[config.mk]
export PLATFORM = sky130hd
export DESIGN_NAME = mfcc_melbank_ctrl
export DESIGN_NICKNAME = d
export VERILOG_FILES = /design/src/rtl/mfcc_melbank_pkg.sv /design/src/rtl/mfcc_melbank_mac.sv /design/src/rtl/mfcc_melbank_ctrl.sv
export SDC_FILE = /design/constraint.sdc
export NUM_CORES = 1
export LEC_CHECK = 0
export CAP_MARGIN = 20
export CORE_MARGIN = 8
export CORE_UTILIZATION = 35
export CTS_CLUSTER_SIZE = 25
export DETAILED_ROUTE_END_ITERATION = 8
export GPL_TIMING_DRIVEN = 0
export SYNTH_ARGS = -nofsm -noshare
export SYNTH_HDL_FRONTEND = slang
export SYNTH_SLANG_ARGS = --single-unit
[constraint.sdc]
create_clock -name clk -period 6.1 [get_ports clk]
set_input_delay 0.915 -clock clk [delete_from_list [all_inputs] [get_ports clk]]
set_output_delay 0.915 -clock clk [all_outputs]
set_load 0.05 [all_outputs]
[src/rtl/mfcc_melbank_pkg.sv]
// Mel filterbank tables and FSM state type shared by the controller and the bench.
// FILT_BASE holds cumulative filter lengths, so the weight ROM is packed with no gaps.
package mfcc_melbank_pkg;

   localparam int NUM_FILT_MAX = 64;
   localparam int NUM_FILT_CFG = 26;

   localparam int FILT_LEN [NUM_FILT_CFG] = '{
      10,  5,  6,  7,  8,  9, 10, 11, 12, 13, 14, 15, 16,
      17, 18, 19, 20, 21, 22, 23, 24, 25, 26, 27, 28, 64};

   localparam int FILT_START [NUM_FILT_CFG] = '{
       0,  2,  4,  6,  8, 10, 12, 14, 16, 18, 20, 22, 24,
      26, 28, 30, 32, 34, 36, 38, 40, 42, 44, 46, 48, 50};

   localparam int FILT_BASE [NUM_FILT_CFG] = '{
        0,  10,  15,  21,  28,  36,  45,  55,  66,  78,  91, 105, 120,
      136, 153, 171, 190, 210, 231, 253, 276, 300, 325, 351, 378, 406};

   typedef enum logic [2:0] {
      ST_IDLE,
      ST_RUN,
      ST_DRAIN,
      ST_OUT,
      ST_DONE
   } state_t;

   // Table lookups written as explicit muxes so a 6-bit index never overruns the tables.
   function automatic int filt_len_f(input logic [5:0] m);
      filt_len_f = 0;
      for (int i = 0; i < NUM_FILT_CFG; i++)
         if (m == 6'(i)) filt_len_f = FILT_LEN[i];
   endfunction

   function automatic int filt_start_f(input logic [5:0] m);
      filt_start_f = 0;
      for (int i = 0; i < NUM_FILT_CFG; i++)
         if (m == 6'(i)) filt_start_f = FILT_START[i];
   endfunction

   function automatic int filt_base_f(input logic [5:0] m);
      filt_base_f = 0;
      for (int i = 0; i < NUM_FILT_CFG; i++)
         if (m == 6'(i)) filt_base_f = FILT_BASE[i];
   endfunction

endpackage

[src/rtl/mfcc_melbank_mac.sv]
// Weight register, multiplier, accumulator and output reduction; MAC lands one cycle after issue.
// Output is acc>>8, wrapped to OUT_W, or saturated when MFCC_MELBANK_SAT_EN is defined.
module mfcc_melbank_mac #(
   parameter int SPEC_W = 32,
   parameter int WGT_W  = 8,
   parameter int ACC_W  = 48,
   parameter int OUT_W  = 32
) (
   input  logic              clk,
   input  logic              rst,
   input  logic              wgt_ld,
   input  logic              acc_clr,
   input  logic [WGT_W-1:0]  rom_data,
   input  logic [SPEC_W-1:0] spec_data,
   output logic [OUT_W-1:0]  mel_data
);

   localparam int PROD_W = SPEC_W + WGT_W;

   logic [WGT_W-1:0]  wgt_q;
   logic              mac_en;
   logic [ACC_W-1:0]  acc;
   logic [PROD_W-1:0] prod;

   assign prod = PROD_W'(spec_data) * PROD_W'(wgt_q);

   always_ff @(posedge clk) begin
      if (!rst) begin
         wgt_q  <= '0;
         mac_en <= 1'b0;
         acc    <= '0;
      end else begin
         mac_en <= wgt_ld;
         if (wgt_ld) wgt_q <= rom_data;
         if (acc_clr)     acc <= '0;
         else if (mac_en) acc <= acc + ACC_W'(prod);
      end
   end

`ifdef MFCC_MELBANK_SAT_EN
   logic [ACC_W-1:0] acc_sh;
   assign acc_sh   = acc >> 8;
   assign mel_data = ((acc_sh >> OUT_W) != '0) ? '1 : OUT_W'(acc_sh);
`else
   assign mel_data = OUT_W'(acc >> 8);
`endif

endmodule

[src/rtl/mfcc_melbank_ctrl.sv]
// Mel filterbank sequencer: per filter L issue cycles, one drain, then mel_valid held until mel_ready.
// Filter cost L+2 cycles with mel_ready high; optional saturation via MFCC_MELBANK_SAT_EN.
module mfcc_melbank_ctrl
   import mfcc_melbank_pkg::*;
#(
   parameter int NUM_FILT = 26,
   parameter int SPEC_AW  = 9,
   parameter int ROM_AW   = 9,
   parameter int SPEC_W   = 32,
   parameter int WGT_W    = 8,
   parameter int ACC_W    = 48,
   parameter int OUT_W    = 32
) (
   input  logic               clk,
   input  logic               rst,
   input  logic               start,
   output logic               busy,
   output logic               done,
   output logic [ROM_AW-1:0]  rom_addr,
   input  logic [WGT_W-1:0]   rom_data,
   output logic [SPEC_AW-1:0] spec_addr,
   input  logic [SPEC_W-1:0]  spec_data,
   output logic [OUT_W-1:0]   mel_data,
   output logic [5:0]         mel_idx,
   output logic               mel_valid,
   input  logic               mel_ready
);

   state_t     state, state_nxt;
   logic [5:0] filt;
   logic [6:0] bin;
   logic [6:0] len_cur;
   logic       issue, last_bin, last_filt, hs;

   assign issue     = (state == ST_RUN);
   assign len_cur   = 7'(filt_len_f(filt));
   assign last_bin  = (bin == len_cur - 7'd1);
   assign last_filt = (filt == 6'(NUM_FILT - 1));
   assign hs        = (state == ST_OUT) && mel_ready;
   assign mel_idx   = filt;

   always_comb begin
      state_nxt = state;
      busy      = 1'b0;
      done      = 1'b0;
      mel_valid = 1'b0;
      case (state)
         ST_IDLE:  if (start) state_nxt = ST_RUN;
         ST_RUN: begin
            busy = 1'b1;
            if (last_bin) state_nxt = ST_DRAIN;
         end
         ST_DRAIN: begin
            busy      = 1'b1;
            state_nxt = ST_OUT;
         end
         ST_OUT: begin
            busy      = 1'b1;
            mel_valid = 1'b1;
            if (mel_ready) state_nxt = last_filt ? ST_DONE : ST_RUN;
         end
         ST_DONE: begin
            done      = 1'b1;
            state_nxt = ST_IDLE;
         end
         default:  state_nxt = ST_IDLE;
      endcase
   end

   // Addresses are loaded one cycle ahead so each RUN cycle presents its own bin.
   always_ff @(posedge clk) begin
      if (!rst) begin
         state     <= ST_IDLE;
         filt      <= '0;
         bin       <= '0;
         rom_addr  <= '0;
         spec_addr <= '0;
      end else begin
         state <= state_nxt;
         if (state == ST_IDLE && start) begin
            filt      <= '0;
            bin       <= '0;
            rom_addr  <= ROM_AW'(filt_base_f(6'd0));
            spec_addr <= SPEC_AW'(filt_start_f(6'd0));
         end else if (issue && !last_bin) begin
            bin       <= bin + 7'd1;
            rom_addr  <= rom_addr + ROM_AW'(1);
            spec_addr <= spec_addr + SPEC_AW'(1);
         end else if (hs && !last_filt) begin
            filt      <= filt + 6'd1;
            bin       <= '0;
            rom_addr  <= ROM_AW'(filt_base_f(filt + 6'd1));
            spec_addr <= SPEC_AW'(filt_start_f(filt + 6'd1));
         end
      end
   end

   mfcc_melbank_mac #(
      .SPEC_W (SPEC_W),
      .WGT_W  (WGT_W),
      .ACC_W  (ACC_W),
      .OUT_W  (OUT_W)
   ) u_mac (
      .clk       (clk),
      .rst       (rst),
      .wgt_ld    (issue),
      .acc_clr   (issue && (bin == 7'd0)),
      .rom_data  (rom_data),
      .spec_data (spec_data),
      .mel_data  (mel_data)
   );

endmodule
==> impl_metrics.json <==
{
  "run_status": "finished, final reports clean",
  "routed_wirelength_um": 43600,
  "finalHoldViolCount": 0,
  "yosysTopAreaCellShare_pct": 31.2,
  "ys.warnings.count": 0,
  "p_int_mw": 1.33,
  "seq_area_frac_synth_pct": 11.9,
  "power_density_nw_per_um2": 149,
  "synth_cells": 1685,
  "final_nets": 2127,
  "async_reset_ff_share_pct": 0,
  "synth_adder_area_share_pct": 37.3,
  "vias_per_cell": 5.26,
  "cp_max_fo": 8,
  "hp-start": "u_mac.acc[4]",
  "netlist_top_cells_count": "inv_1 (266), nand2_1 (229), fa_1 (218), and2_1 (112), dfxtp_1 (83)",
  "pre_cts_slack_ps": -910,
  "yosysMostFrequentCell": "inv_1",
  "cap_violations": 0,
  "layout.cells.non_filler": 2329,
  "io_pins": 103,
  "rows": 73,
  "yosys.area_share.simple_pct": 20.8,
  "setup_ws_ps": 122,
  "grt_usage_pct": 18.8,
  "synth_edf_count": 0,
  "die_w_um": 216,
  "grt_overflow": 0,
  "switching_share_pct": 44.7,
  "syn_area_per_cell_um2": 8.31,
  "synthMuxAreaShare_pct": 2.05,
  "synth_seq_cells": 83,
  "grt_max_degree": 18,
  "cts_tree": "done",
  "coreArea_um2": 39600,
  "r2r_setup_slack_ps": 220,
  "area_growth_pct": 14.7,
  "synthFlopType": "dfxtp_1",
  "synth-xor-area-share_pct": 2.63,
  "drv_slew": 0,
  "grt_pass1_wl_um": 70500,
  "p_clk_share_pct": 23.8,
  "worstReg2RegEnd": "u_mac.acc[35]",
  "r2r_cells": 18,
  "cts_inserted_buffers": 9,
  "port_buffers": 102,
  "initial_core_util_pct": 35.3,
  "die_y_um": 216,
  "dp_cells": 2312,
  "period_needed_ps": 5980,
  "worstPathArrival_ps": 6230,
  "cts.clk_slew.worst_paths_ps": 80,
  "cts.path.max_buffers": 2,
  "place.gp.congestion": 0.912,
  "synth_top_family_by_area": "adder cells",
  "hpwlAfterDp_um": 34600,
  "reg2reg_from": "u_mac.wgt_q[3]",
  "relSlewSlack_pct": 22.2,
  "post-route-period-util_pct": 98.0,
  "drive_gt1_share_pct": 6.83,
  "synthesis.area_um2": 14000,
  "synth-compound-area-share_pct": 14.1,
  "grt_setup_unrepaired": "no",
  "antenna_found_initial": 1,
  "worstSkewPairLatency_ps": 360,
  "use_met1_pct": 26.3,
  "cp-start-kind": "input port",
  "dieArea_um2": 46700,
  "clkSinkCount": 83,
  "combPwrFrac_pct": 51.4,
  "p_leak_nw": 7.12,
  "fill_cells": 4062,
  "wl_per_cell_um": 18.7,
  "vias": 12243,
  "synthTopCellsByArea": "fa_1 (31%), dfxtp_1 (12%), inv_1 (7.1%), nand2_1 (6.1%), ha_1 (6.1%)",
  "dr.pass1.iters": 4,
  "htree_levels": 3,
  "grt_use_met3_pct": 3.33,
  "critPathCaptureType": "register",
  "yosysTopAreaCell": "fa_1",
  "fmax_ghz": 0.167,
  "hp-class": "reg2reg",
  "drt_iter0_drc": 873,
  "hold_depth": 2,
  "cp.required_ps": 6360,
  "fin_skew_ps": 16.9,
  "remaining_drc_errors": 0,
  "use_met2_pct": 29.5,
  "hold_end": "u_mac.acc[4]",
  "cts_root_buffer": "clkbuf_16",
  "critical_path_class": "in2reg",
  "grt_pass1_vias": 12657,
  "tightest_slew_ps": 1170,
  "pwr-share-seq_pct": 24.8,
  "ir_worst_vdd_v": 0.000117,
  "p_switching_mw": 1.07,
  "syn-num-nets": 2015,
  "grt-busiest-layer": "met2",
  "antenna_left": 0,
  "ys_types": 80,
  "setup_viol": 0
}
## state kept, by name (all words and copies together) (netlist names)
name / cells
u_mac.acc: 40
rom_addr: 9
spec_addr: 9
u_mac.wgt_q: 8
bin: 7
mel_idx: 6
state: 3
u_mac.mac_en: 1
## metrics by stage
stage | TNS (ps) | util [%] | instance area [um^2] | total power, mW | hold WS, ps
6_report | 0 | 40.5 | 16100 | 2.40 | 488
3_5_place_dp | -10800 | 39.6 | 15700 | 1.82 | 472
5_1_grt | 0 | 40.5 | 16100 | 2.58 | 513
4_1_cts | 0 | 40.4 | 16000 | 2.40 | 482
3_3_place_gp | -10020 | 39.6 | 15700 | 1.81 | 470
2_1_floorplan | 0 | - | 14000 | 1.46 | 455
## critical path: stages
cell	delay, ps
clkdlybuf4s15_1	410
nand2_1	130
fa_1	500
inv_1	50
fa_1	500
inv_1	60
fa_1	530
inv_1	50
fa_1	440
ha_1	380
a21o_1	210
a2111o_1	400
a211o_1	330
a211oi_4	300
a211oi_1	150
or3_1	370
a31oi_1	250
nor4b_1	80
nand3b_1	170
## area by class of cell
type                    instances  area, um^2  share of cell area [%]
multi-input cells            1227       10800                    67.3
flip-flops and latches         83        1660                    10.3
repair buffers                103        1040                    6.47
inverters                     266         998                    6.21
well taps                     525         657                    4.09
plain buffers                 107         596                    3.71
clock buffers                   9         225                    1.40
clock inverters                 7        71.3                   0.444
diodes                          2        5.00                  0.0312
## routing by layer
metal  wire length (um)  share of wire, %
met3               2730               6.3
met4                979               2.2
met5                 13             0.030
met1              20400                47
met2              19500                45
## worst max-delay path by stage
stage / startpoint / slack (ps) / depth (start not counted) / endpoint
3_3_place_gp: spec_data[4] / -890 / 19 / u_mac.acc[36]
5_1_grt: spec_data[16] / 2 / 18 / u_mac.acc[38]
2_1_floorplan: spec_data[20] / 570 / 17 / u_mac.acc[35]
4_1_cts: u_mac.wgt_q[4] / 10 / 18 / u_mac.acc[35]
3_5_place_dp: spec_data[4] / -910 / 19 / u_mac.acc[36]
6_report: spec_data[21] / 120 / 19 / u_mac.acc[35]
## repair_timing
action,in CTS,in global routing
endpoints found under the hold margin,0,0
setup endpoints to repair,15,12
resized for setup,27,61
buffers inserted,1,0
pin swaps,1,0
hold buffers,0,0
## power groups by stage
stage | clock (mW) | sequential (mW) | combinational (mW)
2_1_floorplan | 0 | 0.597 | 0.862
3_3_place_gp | 0 | 0.606 | 1.20
3_5_place_dp | 0 | 0.606 | 1.22
4_1_cts | 0.577 | 0.593 | 1.23
5_1_grt | 0.598 | 0.598 | 1.39
6_report | 0.570 | 0.595 | 1.23
## layout by cell type (no fill, tap or decap), types with 38 or more instances in the layout
cell type        count
a21oi_1             67
clkbuf_1            39
o21ai_0             49
buf_4               38
nand2_1            229
and2_1             112
fa_1               218
nor2_1              74
ha_1                67
inv_1              266
clkdlybuf4s50_1     73
dfxtp_1             83
nand3_1             40
## cells by family after synthesis
group | after synthesis
DFF | 83
buffers and inverters | 375
muxes | 27
xor gates and xnor gates | 42
and+or+nand+nor | 587
adders and majority gates | 287
AOI/OAI and AO/OA | 284
Power figures use the tool's default switching activity.
